## src/rtl/ucsbece154b_branch_resolve_if.sv

```systemverilog
// ucsbece154b_branch_resolve_if
//   Bundle between the pipeline/predictor and the execute-stage branch resolver.
//   Fetch side : pcF_i, BranchTakenF_i, BTBtargetF_i, PHTreadaddressF_i
//   Hazards    : StallD_i, FlushD_i, FlushE_i
//   Execute    : opE_i, BranchCondE_i, PCTargetE_i, PCPlus4E_i
//   Updates    : BTB write port, PHT write port, GHRreset_o, Mispredict_o/PCcorrect_o
//   Statistics : BranchCount_o, MispredCount_o
//   Modports   : slave  = the resolver (consumes pipeline info, drives updates)
//                master = the surrounding pipeline / predictor
interface ucsbece154b_branch_resolve_if #(
    parameter int NUM_BTB_ENTRIES = 32,
    parameter int NUM_GHR_BITS    = 5
);
    localparam int IDXW = $clog2(NUM_BTB_ENTRIES);

    logic [31:0]             pcF_i;
    logic                    BranchTakenF_i;
    logic [31:0]             BTBtargetF_i;
    logic [NUM_GHR_BITS-1:0] PHTreadaddressF_i;
    logic                    StallD_i;
    logic                    FlushD_i;
    logic                    FlushE_i;
    logic [6:0]              opE_i;
    logic                    BranchCondE_i;
    logic [31:0]             PCTargetE_i;
    logic [31:0]             PCPlus4E_i;

    logic [IDXW-1:0]         BTBwriteaddress_o;
    logic [65:0]             BTBwritedata_o;
    logic                    BTB_we_o;
    logic                    PHTwe_o;
    logic                    PHTincrement_o;
    logic [NUM_GHR_BITS-1:0] PHTwriteaddress_o;
    logic                    GHRreset_o;
    logic                    Mispredict_o;
    logic [31:0]             PCcorrect_o;
    logic [31:0]             BranchCount_o;
    logic [31:0]             MispredCount_o;

    modport slave (
        input  pcF_i, BranchTakenF_i, BTBtargetF_i, PHTreadaddressF_i,
        input  StallD_i, FlushD_i, FlushE_i,
        input  opE_i, BranchCondE_i, PCTargetE_i, PCPlus4E_i,
        output BTBwriteaddress_o, BTBwritedata_o, BTB_we_o,
        output PHTwe_o, PHTincrement_o, PHTwriteaddress_o,
        output GHRreset_o, Mispredict_o, PCcorrect_o,
        output BranchCount_o, MispredCount_o
    );

    modport master (
        output pcF_i, BranchTakenF_i, BTBtargetF_i, PHTreadaddressF_i,
        output StallD_i, FlushD_i, FlushE_i,
        output opE_i, BranchCondE_i, PCTargetE_i, PCPlus4E_i,
        input  BTBwriteaddress_o, BTBwritedata_o, BTB_we_o,
        input  PHTwe_o, PHTincrement_o, PHTwriteaddress_o,
        input  GHRreset_o, Mispredict_o, PCcorrect_o,
        input  BranchCount_o, MispredCount_o
    );
endinterface

```

## src/rtl/ucsbece154b_branch_resolve.sv

```systemverilog
// ucsbece154b_branch_resolve
//   Execute-stage branch resolver and update source for the BTB/gshare predictor.
//   Carries fetch-time prediction metadata through D and E, compares it with
//   the actual outcome in E, and drives BTB/PHT/GHR updates, the PC redirect,
//   and branch/mispredict statistics.
//   Ports:
//     clk      clock, all state updates on the rising edge
//     reset_i  synchronous active-high reset
//     bus      ucsbece154b_branch_resolve_if.slave (fetch, hazard, execute, update signals)
module ucsbece154b_branch_resolve #(
    parameter int NUM_BTB_ENTRIES = 32,
    parameter int NUM_GHR_BITS    = 5
) (
    input  logic                          clk,
    input  logic                          reset_i,
    ucsbece154b_branch_resolve_if.slave   bus
);
    localparam int IDXW = $clog2(NUM_BTB_ENTRIES);

    localparam logic [6:0] INSTR_BRANCH_OP = 7'b1100011;
    localparam logic [6:0] INSTR_JAL_OP    = 7'b1101111;
    localparam logic [6:0] INSTR_JALR_OP   = 7'b1100111;

    // pc[1:0] is never needed (instructions are word aligned), so only the word address is carried.
    typedef struct packed {
        logic                    v;
        logic [31:2]             pc_w;
        logic                    pred_t;
        logic [31:0]             pred_tgt;
        logic [NUM_GHR_BITS-1:0] pht_idx;
    } meta_t;

    meta_t       meta_d;
    meta_t       meta_e;
    logic [31:0] branch_count;
    logic [31:0] mispred_count;

    logic is_b;
    logic is_j;
    logic ctl;
    logic act_t;
    logic mis;

    always_ff @(posedge clk) begin
        if (reset_i) begin
            meta_d        <= '0;
            meta_e        <= '0;
            branch_count  <= '0;
            mispred_count <= '0;
        end else begin
            // Flush outranks stall; the whole record is zeroed so bubbles stay deterministic.
            if (bus.FlushD_i) begin
                meta_d <= '0;
            end else if (!bus.StallD_i) begin
                meta_d <= '{v:        1'b1,
                            pc_w:     bus.pcF_i[31:2],
                            pred_t:   bus.BranchTakenF_i,
                            pred_tgt: bus.BTBtargetF_i,
                            pht_idx:  bus.PHTreadaddressF_i};
            end

            if (bus.FlushE_i) begin
                meta_e <= '0;
            end else begin
                meta_e <= meta_d;
            end

            // An instruction being flushed out of E at this edge is not counted.
            if (ctl && !bus.FlushE_i) begin
                branch_count <= branch_count + 32'd1;
            end
            if (mis && !bus.FlushE_i) begin
                mispred_count <= mispred_count + 32'd1;
            end
        end
    end

    always_comb begin
        is_b  = (bus.opE_i == INSTR_BRANCH_OP);
        is_j  = (bus.opE_i == INSTR_JAL_OP) || (bus.opE_i == INSTR_JALR_OP);
        ctl   = meta_e.v && (is_b || is_j);
        act_t = is_j ? 1'b1 : bus.BranchCondE_i;
        // A predicted-taken non-control op is deliberately not flagged: ctl gates it off.
        mis   = ctl && ((meta_e.pred_t != act_t) ||
                        (act_t && (meta_e.pred_tgt != bus.PCTargetE_i)));
    end

    assign bus.Mispredict_o      = mis;
    assign bus.GHRreset_o        = mis;
    assign bus.PCcorrect_o       = act_t ? bus.PCTargetE_i : bus.PCPlus4E_i;

    assign bus.PHTwe_o           = meta_e.v && is_b;
    assign bus.PHTincrement_o    = act_t;
    assign bus.PHTwriteaddress_o = meta_e.pht_idx;

    assign bus.BTB_we_o          = ctl && act_t;
    assign bus.BTBwriteaddress_o = meta_e.pc_w[IDXW+1:2];
    assign bus.BTBwritedata_o    = {is_b, is_j,
                                    {(IDXW+2){1'b0}}, meta_e.pc_w[31:IDXW+2],
                                    bus.PCTargetE_i};

    assign bus.BranchCount_o     = branch_count;
    assign bus.MispredCount_o    = mispred_count;
endmodule

```

## src/flat_wrapper.sv

```systemverilog
// flat-port wrapper written by rule: the top's interface ports become plain ports
module ucsbece154b_branch_resolve_flat 
#(
    parameter int NUM_BTB_ENTRIES = 32,
    parameter int NUM_GHR_BITS    = 5
)
  (clk, reset_i, bus_pcF_i, bus_BranchTakenF_i, bus_BTBtargetF_i, bus_PHTreadaddressF_i, bus_StallD_i, bus_FlushD_i, bus_FlushE_i, bus_opE_i, bus_BranchCondE_i, bus_PCTargetE_i, bus_PCPlus4E_i, bus_BTBwriteaddress_o, bus_BTBwritedata_o, bus_BTB_we_o, bus_PHTwe_o, bus_PHTincrement_o, bus_PHTwriteaddress_o, bus_GHRreset_o, bus_Mispredict_o, bus_PCcorrect_o, bus_BranchCount_o, bus_MispredCount_o);
  ucsbece154b_branch_resolve_if #(.NUM_BTB_ENTRIES(NUM_BTB_ENTRIES), .NUM_GHR_BITS(NUM_GHR_BITS)) bus_i ();
  input  logic clk;
  input  logic reset_i;
  input wire logic [$bits(bus_i.pcF_i)-1:0] bus_pcF_i;
  input wire logic [$bits(bus_i.BranchTakenF_i)-1:0] bus_BranchTakenF_i;
  input wire logic [$bits(bus_i.BTBtargetF_i)-1:0] bus_BTBtargetF_i;
  input wire logic [$bits(bus_i.PHTreadaddressF_i)-1:0] bus_PHTreadaddressF_i;
  input wire logic [$bits(bus_i.StallD_i)-1:0] bus_StallD_i;
  input wire logic [$bits(bus_i.FlushD_i)-1:0] bus_FlushD_i;
  input wire logic [$bits(bus_i.FlushE_i)-1:0] bus_FlushE_i;
  input wire logic [$bits(bus_i.opE_i)-1:0] bus_opE_i;
  input wire logic [$bits(bus_i.BranchCondE_i)-1:0] bus_BranchCondE_i;
  input wire logic [$bits(bus_i.PCTargetE_i)-1:0] bus_PCTargetE_i;
  input wire logic [$bits(bus_i.PCPlus4E_i)-1:0] bus_PCPlus4E_i;
  output wire logic [$bits(bus_i.BTBwriteaddress_o)-1:0] bus_BTBwriteaddress_o;
  output wire logic [$bits(bus_i.BTBwritedata_o)-1:0] bus_BTBwritedata_o;
  output wire logic [$bits(bus_i.BTB_we_o)-1:0] bus_BTB_we_o;
  output wire logic [$bits(bus_i.PHTwe_o)-1:0] bus_PHTwe_o;
  output wire logic [$bits(bus_i.PHTincrement_o)-1:0] bus_PHTincrement_o;
  output wire logic [$bits(bus_i.PHTwriteaddress_o)-1:0] bus_PHTwriteaddress_o;
  output wire logic [$bits(bus_i.GHRreset_o)-1:0] bus_GHRreset_o;
  output wire logic [$bits(bus_i.Mispredict_o)-1:0] bus_Mispredict_o;
  output wire logic [$bits(bus_i.PCcorrect_o)-1:0] bus_PCcorrect_o;
  output wire logic [$bits(bus_i.BranchCount_o)-1:0] bus_BranchCount_o;
  output wire logic [$bits(bus_i.MispredCount_o)-1:0] bus_MispredCount_o;
  assign bus_i.pcF_i = bus_pcF_i;
  assign bus_i.BranchTakenF_i = bus_BranchTakenF_i;
  assign bus_i.BTBtargetF_i = bus_BTBtargetF_i;
  assign bus_i.PHTreadaddressF_i = bus_PHTreadaddressF_i;
  assign bus_i.StallD_i = bus_StallD_i;
  assign bus_i.FlushD_i = bus_FlushD_i;
  assign bus_i.FlushE_i = bus_FlushE_i;
  assign bus_i.opE_i = bus_opE_i;
  assign bus_i.BranchCondE_i = bus_BranchCondE_i;
  assign bus_i.PCTargetE_i = bus_PCTargetE_i;
  assign bus_i.PCPlus4E_i = bus_PCPlus4E_i;
  assign bus_BTBwriteaddress_o = bus_i.BTBwriteaddress_o;
  assign bus_BTBwritedata_o = bus_i.BTBwritedata_o;
  assign bus_BTB_we_o = bus_i.BTB_we_o;
  assign bus_PHTwe_o = bus_i.PHTwe_o;
  assign bus_PHTincrement_o = bus_i.PHTincrement_o;
  assign bus_PHTwriteaddress_o = bus_i.PHTwriteaddress_o;
  assign bus_GHRreset_o = bus_i.GHRreset_o;
  assign bus_Mispredict_o = bus_i.Mispredict_o;
  assign bus_PCcorrect_o = bus_i.PCcorrect_o;
  assign bus_BranchCount_o = bus_i.BranchCount_o;
  assign bus_MispredCount_o = bus_i.MispredCount_o;
  ucsbece154b_branch_resolve #(.NUM_BTB_ENTRIES(NUM_BTB_ENTRIES), .NUM_GHR_BITS(NUM_GHR_BITS)) u_core (.clk(clk), .reset_i(reset_i), .bus(bus_i));
endmodule
```

## config.mk

```make
export PLATFORM = sky130hd
export DESIGN_NAME = ucsbece154b_branch_resolve_flat
export DESIGN_NICKNAME = d
export VERILOG_FILES = /design/src/rtl/ucsbece154b_branch_resolve_if.sv /design/src/rtl/ucsbece154b_branch_resolve.sv /design/src/flat_wrapper.sv
export SDC_FILE = /design/constraint.sdc
export NUM_CORES = 1
export LEC_CHECK = 0
export BUFFER_PORTS_ARGS = -buffer_cell sky130_fd_sc_hd__buf_4
export CAP_MARGIN = 20
export CORE_ASPECT_RATIO = 0.6
export CORE_MARGIN = 5
export CORE_UTILIZATION = 45
export CTS_CLUSTER_SIZE = 12
export DETAILED_ROUTE_END_ITERATION = 12
export GPL_TIMING_DRIVEN = 0
export HOLD_SLACK_MARGIN = 0.15
export PLACE_DENSITY_LB_ADDON = 0.1
export RECOVER_POWER = 100
export SLEW_MARGIN = 0
export SYNTH_ARGS = -nofsm -noshare
export SYNTH_HDL_FRONTEND = slang
export SYNTH_SLANG_ARGS = --single-unit
export TNS_END_PERCENT = 5
```

## constraint.sdc

```tcl
create_clock -name clk -period 1.8 [get_ports clk]
set_input_delay 0.18 -clock clk [delete_from_list [all_inputs] [get_ports clk]]
set_output_delay 0.18 -clock clk [all_outputs]
set_load 0.01 [all_outputs]
```

Word level (Yosys, flattened, before mapping)
Cells that the tools add are included.
W data, S select, Z words.
{"block": "op_classes", "n_addsub": 2, "n_reduce_logical": 13, "mux": 2, "eq_ne": 5}
{"op": "$add A32 B1 Y32 const B", "n": 2}
{"op": "$mux W32", "n": 1}
{"op": "$ne A32 B32 Y1", "n": 1}
{"op": "$eq A7 B7 Y1 const B", "n": 3}
{"op": "$logic_and A1 B1 Y1", "n": 7}
{"op": "$reduce_or A2 Y1", "n": 2}
{"op": "$logic_or A1 B1 Y1", "n": 3}
{"op": "$logic_not A1 Y1", "n": 1}
{"op": "$mux W1", "n": 1}
{"op": "$ne A1 B1 Y1", "n": 1}
{"block": "totals", "elab_cells": 34, "output_inout_bits": 177, "regBits": 202, "input_bits": 147}

Depth between registers and ports, before layout
Gate-level depths: netlist of the first run.
{"block": "logic_depth", "word_depth": 7, "ltp_mapped": 8, "depth_no_buf": 6}

Worst setup path before layout of the first run
Ideal clock, no wire load.
{"block": "synth_timing", "path_type": "register -> register", "start": "reg u_core.mispred_count[12] (netlist: u_core.bus.MispredCount_o[12])", "end": "reg u_core.mispred_count[23] (netlist: u_core.bus.MispredCount_o[23])", "synth_period_minus_slack_ps": 2046, "setup_slack_ps": -246, "path_stages_with_launch": 6, "t_arrival_ps": 1925, "setup_ps": 121, "path_buffers": 0, "cell_sequence": "dfxtp_1 > nand4_1 > nor4_2 > nand4_1 > a311oi_1 > mux2_2"}
{"block": "synth_between", "elab_chain_cells": 1}
{"item": "start: declaration", "line": "ucsbece154b_branch_resolve.sv:36", "text": "logic [31:0] mispred_count;"}
{"item": "start signal: assignment", "line": "ucsbece154b_branch_resolve.sv:73", "text": "mispred_count <= mispred_count + 32'd1;"}
{"item": "$add A32 B1 Y32", "line": "ucsbece154b_branch_resolve.sv:73"}
Every way passes these cells.
A chain may end at the register's enable or synchronous reset.

Worst setup path after layout of the first run
{"block": "layout_timing", "start": "reg u_core.meta_e[11] in the netlist's numbering", "end": "out bus_Mispredict_o"}
{"block": "layout_between", "elab_chain_cells": 4}
{"item": "start: declaration", "line": "ucsbece154b_branch_resolve.sv:34", "text": "meta_t meta_e;"}
{"item": "start signal: assignment", "line": "ucsbece154b_branch_resolve.sv:65", "text": "meta_e <= meta_d;"}
{"item": "$ne A32 B32 Y1", "line": "ucsbece154b_branch_resolve.sv:85", "text": "(act_t && (meta_e.pred_tgt != bus.PCTargetE_i)));"}
{"item": "$logic_and A1 B1 Y1", "line": "ucsbece154b_branch_resolve.sv:85"}
{"item": "$logic_or A1 B1 Y1", "line": "ucsbece154b_branch_resolve.sv:84", "text": "mis = ctl && ((meta_e.pred_t != act_t) ||"}
{"item": "$logic_and A1 B1 Y1", "line": "ucsbece154b_branch_resolve.sv:84"}
{"item": "end: declaration", "line": "flat_wrapper.sv:29", "text": "output wire logic [$bits(bus_i.Mispredict_o)-1:0] bus_Mispredict_o;"}
Every way passes these cells.

==> flow_summary.json, run 1 <==
{
  "outcome": "complete, but fails checks",
  "violations": "negative setup slack",
  "grt_pass1_vias": 8264,
  "die_y_um": 121,
  "cts-htree-levels": 1,
  "critPathKind": "flop to output pin",
  "rsz0062_at_grt": "true",
  "ir_drop_mv": 0.567,
  "yosys_warnings": 0,
  "slew_headroom": 0.414,
  "antenna_found_initial": 1,
  "wl_per_cell_um": 17.4,
  "rows": 40,
  "hold_viol_final": 0,
  "synth_area_leaders": "dfxtp_1 (44%), mux2_2 (7.6%), mux2i_1 (7.5%)",
  "crit_top_cell": "buf_6",
  "drt_iter0_markers": 400,
  "start_kind": "flop",
  "netlist_top_cells_count": "dfxtp_1 (202), nor2_1 (116), buf_4 (77), and2_1 (72), mux2i_1 (69)",
  "setup_ws_ps": -559,
  "max_freq_ghz": 0.424,
  "clock_latency_ps": 490,
  "cts.sinks": 202,
  "start_util": 0.459,
  "dpl.hpwl_mm": 21.4,
  "tightest_slew_ps": 879,
  "power.leakage_uw": 0.00568,
  "place_ws_ps": -866,
  "nFillCells": 1737,
  "vias": 8467,
  "dieArea_um2": 23500,
  "min_period_over_period": 1.31,
  "post_drt_via_cell_ratio": 5.00,
  "gp_congestion": 0.858,
  "drv_cap": 0,
  "max_stage_delay_ps": 320,
  "cp_cell_sequence": "xnor2_2 -> nand4_1 -> nor4_4 -> buf_6 -> buf_8 -> and3_4 -> nor2_4 -> buf_6 -> buf_6",
  "seqCellArea_um2": 4060,
  "path_buf_inv": 4,
  "drive_gt1_frac": 0.344,
  "swShare": 0.229,
  "required_ps": 1620,
  "reg2reg_slack_ps": -400,
  "cp_max_fo": 2,
  "syn_to_final_growth_pct": 47.2,
  "multiInputGateArea_um2": 4650,
  "portBuffers": 311,
  "critPathSlowestCell": "dfxtp_2",
  "end_kind": "output pin",
  "p_clk_frac": 0.410,
  "arrival_ps": 2180,
  "fin_setup_tns_ps": -17160,
  "layout.nets": 1560,
  "synth-edff-count": 0,
  "postSynthAreaPerCell_um2": 9.44,
  "p_per_area_nw_per_um2": 719,
  "grt_first_pass_wirelength_mm": 45.0,
  "final_util": 0.675,
  "yosysMostFrequentCell": "dfxtp_1",
  "worst_clock_skew_ps": 17.5,
  "hold_end": "u_core.bus.BranchCount_o[1]$_SDFFE_PP0P_",
  "min-delay-path-class": "primary input to flop",
  "first_pass_iters": 5,
  "setup_viol": 82,
  "period_needed_ps": 2360,
  "core_um2": 20100,
  "synthDistinctLibCells": 45,
  "hold_ws_ps": 218,
  "ant_nets": 0,
  "min-delay-start": "bus_opE_i[0]",
  "clk_pin_slew_ps": 60,
  "combPwrFrac": 0.121,
  "wirelength_mm": 29.4,
  "netlist_area_um2": 9210,
  "min_path_cells": 5,
  "r2r-end": "u_core.bus.MispredCount_o[14]$_SDFFE_PP0P_",
  "drv_slew": 0,
  "p_seq_frac": 0.469,
  "synth_flop_cell": "dfxtp_1",
  "dieWidth_um": 195,
  "cts-root-buf": "clkbuf_16",
  "power.total_uw": 9740,
  "yosysSeqAreaShare": 0.439,
  "grt_overflow": 0,
  "r2r-start": "u_core.bus.MispredCount_o[3]$_SDFFE_PP0P_",
  "cts_buffers": 21,
  "p_int_uw": 7510,
  "grt_start_max_net_pins": 14,
  "io_pins": 324,
  "cts_tree": "done",
  "drc_errors": 0,
  "critical-path-top-delay-family": "simple AND/OR/NAND/NOR gates",
  "yosys.area.top_type": "dfxtp_1",
  "ys_ff_latch": 202,
  "async_reset_ff_frac": 0,
  "ff2ff_path_depth": 5,
  "cts_max_path_buffers": 3,
  "synth_cells": 975,
  "p_switching_uw": 2230,
  "synth_top_area_frac": 0.439,
  "crit_start": "u_core.meta_e[11]$_SDFF_PP0_",
  "grt.total_usage": 0.235
}
[flip-flops by register name (all words and copies together), names as in the netlist]
name / cells
u_core.bus.BTBwriteaddress_o: 5
u_core.bus.BTBwritedata_o: 25
u_core.bus.BranchCount_o: 32
u_core.bus.MispredCount_o: 32
u_core.bus.PHTwriteaddress_o: 5
u_core.meta_d: 69
u_core.meta_e: 34
[power groups by stage]
stage | Combinational [uW] | Clock (uW) | Sequential [uW]
2_1_floorplan | 511 | 0 | 4660
3_3_place_gp | 1050 | 0 | 4660
3_5_place_dp | 1060 | 0 | 4660
4_1_cts | 1210 | 4090 | 4550
5_1_grt | 1270 | 4290 | 4570
6_report | 1180 | 3990 | 4570
[cell usage in the layout, fill, tap and decap left out, types with 22 or more instances in the layout]
cell and count:
xnor2_1 31, nor2_1 114, mux2i_1 69, and2_0 31, dlygate4sd3_1 68, clkbuf_1 137, mux2_2 60, nor2b_1 30
nand3_1 28, clkbuf_16 22, nand4_1 28, nand2_1 22, buf_4 311, and2_1 41, a21oi_1 23, dfxtp_1 196
[worst register-to-register path: stages (launching register included)]
cell	delay [ps]
dfxtp_1	520
and2_1	200
nand4_1	200
or3b_2	510
a311oi_2	280
mux2_2	380
[per-layer routing]
layer  share of wire  GRT usage  up-vias
li1                -          -     4164
met1            0.47      0.331     3981
met2            0.45      0.376      283
met3           0.071     0.0537       39
met4           0.015     0.0417        0
met5               0          0        -
[kinds of logic after synthesis]
family	after synthesis	synth area share
DFF	202	0.439
AOI/OAI and AO/OA	88	0.0625
buffers and inverters	145	0.0927
xor gates and xnor gates	40	0.0381
other	1	0.000407
and+or+nand+nor	366	0.214
adders and majority gates	2	0.00272
muxes	131	0.151
[how the worst max path moves through the flow]
stage	end	slack, ps	depth (start not counted)
after global routing	bus_Mispredict_o	-620	9
final	bus_Mispredict_o	-560	9
after detailed placement	bus_Mispredict_o	-870	9
after global placement	bus_Mispredict_o	-850	9
after floorplan	u_core.bus.BranchCount_o[26]$_SDFFE_PP0P_	-30	6
after CTS	bus_Mispredict_o	-560	9
[what timing repair did]
action / CTS / global route
hold buffers: 68 / 0
pin swaps: 21 / 21
setup buffers: 14 / 14
setup endpoints to repair: 85 / 96
gates resized for setup: 89 / 57
hold endpoints to repair: 68 / 0
[through the flow]
| stage | instance area (um^2) | instances |
|---|---|---|
| 2_1_floorplan | 9330 | 981 |
| 3_3_place_gp | 12000 | 1565 |
| 3_5_place_dp | 12000 | 1565 |
| 4_1_cts | 13700 | 1677 |
| 5_1_grt | 13500 | 1691 |
| 6_report | 13500 | 1692 |
[cell type report]
| type | instances | share of cell area |
|---|---|---|
| Antenna cell | 1 | 0.000185 |
| Buffer | 134 | 0.0710 |
| Clock buffer | 28 | 0.0444 |
| Clock inverter | 2 | 0.00102 |
| Inverter | 11 | 0.00305 |
| Multi-Input combinational cell | 634 | 0.343 |
| Sequential cell | 202 | 0.299 |
| Tap cell | 273 | 0.0252 |
| Timing Repair Buffer | 407 | 0.213 |
No activity file was read; power rests on OpenSTA's default activity.
==> run 2: changes to the inputs <==
- SKIP_CTS_REPAIR_TIMING: default -> 1
==> flow_summary.json, run 2 (synthesis results as in run 1) <==
{
  "grt_first_pass_wirelength_mm": 42.1,
  "p_per_area_nw_per_um2": 736,
  "drv_cap": 0,
  "layout_common_cells": "buf_4 (298), dfxtp_1 (200), clkbuf_1 (143)",
  "tightest_slew_ps": 882,
  "power.leakage_uw": 0.00554,
  "syn_to_final_growth_pct": 43.8,
  "p_clk_frac": 0.411,
  "die_y_um": 121,
  "rsz0062_at_grt": "true",
  "clk_pin_slew_ps": 60,
  "setup_ws_ps": -590,
  "r2r-start": "u_core.meta_e[28]$_SDFF_PP0_",
  "start_kind": "flop",
  "layout.nets": 1550,
  "ff2ff_path_depth": 7,
  "clock_latency_ps": 500,
  "p_seq_frac": 0.469,
  "period_needed_ps": 2390,
  "ir_drop_mv": 0.588,
  "critPathKind": "flop to output pin",
  "fin_setup_tns_ps": -19210,
  "dieWidth_um": 195,
  "violations": "negative setup slack",
  "p_switching_uw": 2240,
  "portBuffers": 311,
  "min_period_over_period": 1.33,
  "arrival_ps": 2210,
  "drv_slew": 0,
  "worst_clock_skew_ps": 20.5,
  "post_drt_via_cell_ratio": 4.99,
  "grt_pass1_vias": 7620,
  "wl_per_cell_um": 17.1,
  "cts-htree-levels": 1,
  "max_freq_ghz": 0.418,
  "min-delay-start": "bus_opE_i[0]",
  "io_pins": 324,
  "slew_headroom": 0.412,
  "grt_overflow": 0,
  "first_pass_iters": 5,
  "dpl.hpwl_mm": 21.4,
  "p_int_uw": 7500,
  "nFillCells": 1772,
  "required_ps": 1620,
  "ant_nets": 0,
  "seqCellArea_um2": 4050,
  "hold_viol_final": 0,
  "diodes": 0,
  "multiInputGateArea_um2": 4530,
  "cts_tree": "done",
  "final_cells": 1681,
  "gp_congestion": 0.858,
  "cts_buffers": 21,
  "antenna_found_initial": 0,
  "r2r-end": "u_core.bus.MispredCount_o[9]$_SDFFE_PP0P_",
  "drive_gt1_frac": 0.317,
  "reg_top3": "u_core.meta_d (69), u_core.meta_e (34)",
  "dieArea_um2": 23500,
  "cts_max_path_buffers": 3,
  "swShare": 0.230,
  "min-delay-path-class": "primary input to flop",
  "vias": 8380,
  "outcome": "complete, but fails checks",
  "largest_register": "u_core.meta_d",
  "reg2reg_slack_ps": -370,
  "end_kind": "output pin",
  "start_util": 0.459,
  "min_path_cells": 5,
  "drt_iter0_markers": 428,
  "wirelength_mm": 28.8,
  "core_um2": 20100,
  "layout_commonest_cell": "buf_4",
  "cp_max_fo": 5,
  "hold_end": "u_core.bus.BranchCount_o[1]$_SDFFE_PP0P_",
  "combPwrFrac": 0.120,
  "dp_cells": 1565,
  "rows": 40,
  "cts.sinks": 202,
  "largest_reg_flops": 69,
  "setup_viol": 81,
  "grt_start_max_net_pins": 14,
  "cts-root-buf": "clkbuf_16",
  "drc_errors": 0,
  "grt.total_usage": 0.221
}
run 2: cell count changes in the layout (fill, tap and decap cells not counted), moves of 4 or more:
cell / before / now
xnor2_2: 7 / 3
buf_8: 7 / 2
a311oi_2: 8 / 3
a311oi_1: 6 / 12
xnor2_1: 31 / 35
dfxtp_1: 196 / 200
buf_4: 311 / 298
and2_1: 41 / 46
clkbuf_1: 137 / 143
and2_0: 31 / 26
run 2: worst max path at each step:
stage / start / endpoint / slack, ps
after floorplan: u_core.bus.BranchCount_o[1]$_SDFFE_PP0P_ / u_core.bus.BranchCount_o[26]$_SDFFE_PP0P_ / -30
after global placement: bus_PCTargetE_i[15] / bus_Mispredict_o / -850
after detailed placement: bus_PCTargetE_i[31] / bus_Mispredict_o / -870
after CTS: u_core.meta_e[8]$_SDFF_PP0_ / bus_Mispredict_o / -1380
after global routing: u_core.meta_e[28]$_SDFF_PP0_ / bus_Mispredict_o / -670
final: u_core.meta_e[28]$_SDFF_PP0_ / bus_Mispredict_o / -590
run 2: power by group through the flow:
stage | logic (uW) | registers (uW) | clock network (uW)
final | 1170 | 4570 | 4000
after global routing | 1260 | 4570 | 4290
after CTS | 1070 | 4560 | 4090
after detailed placement | 1060 | 4660 | 0
after global placement | 1050 | 4660 | 0
after floorplan | 511 | 4660 | 0
run 2: cell type report:
type,count,share of cell area
inverters,11,0.00312
clock inverters,2,0.00104
plain buffers,134,0.0675
repair buffers,397,0.209
flip-flops and latches,202,0.306
well taps,273,0.0258
clock buffers,28,0.0455
multi-input cells,634,0.343
run 2: routing by layer:
metal | vias up | track usage | share of wire | wire length [um]
li1 | 4138 | - | - | -
met4 | 0 | 0.0452 | 0.014 | 413
met2 | 274 | 0.335 | 0.44 | 12700
met5 | - | 0 | 0 | 0
met3 | 36 | 0.0524 | 0.071 | 2040
met1 | 3932 | 0.322 | 0.47 | 13600
run 2: critical path: stages, from the launching register on:
cell,delay (ps)
dfxtp_2,320
xnor2_2,200
nand4_1,170
nor4_4,310
buf_6,180
buf_8,110
and3_4,190
nor2_4,40
buf_6,100
buf_6,110
run 2: per-stage QoR:
step           utilization  setup WS, ps  power [uW]  instance area [um^2]  hold WS [ps]
2_1_floorplan            -         -28.7        5170                  9330           324
3_3_place_gp         0.598          -849        5710                 12000           408
3_5_place_dp         0.598          -866        5720                 12000           417
4_1_cts              0.629         -1380        9720                 12600          -103
5_1_grt              0.659          -668       10100                 13200           245
6_report             0.659          -590        9740                 13200           212
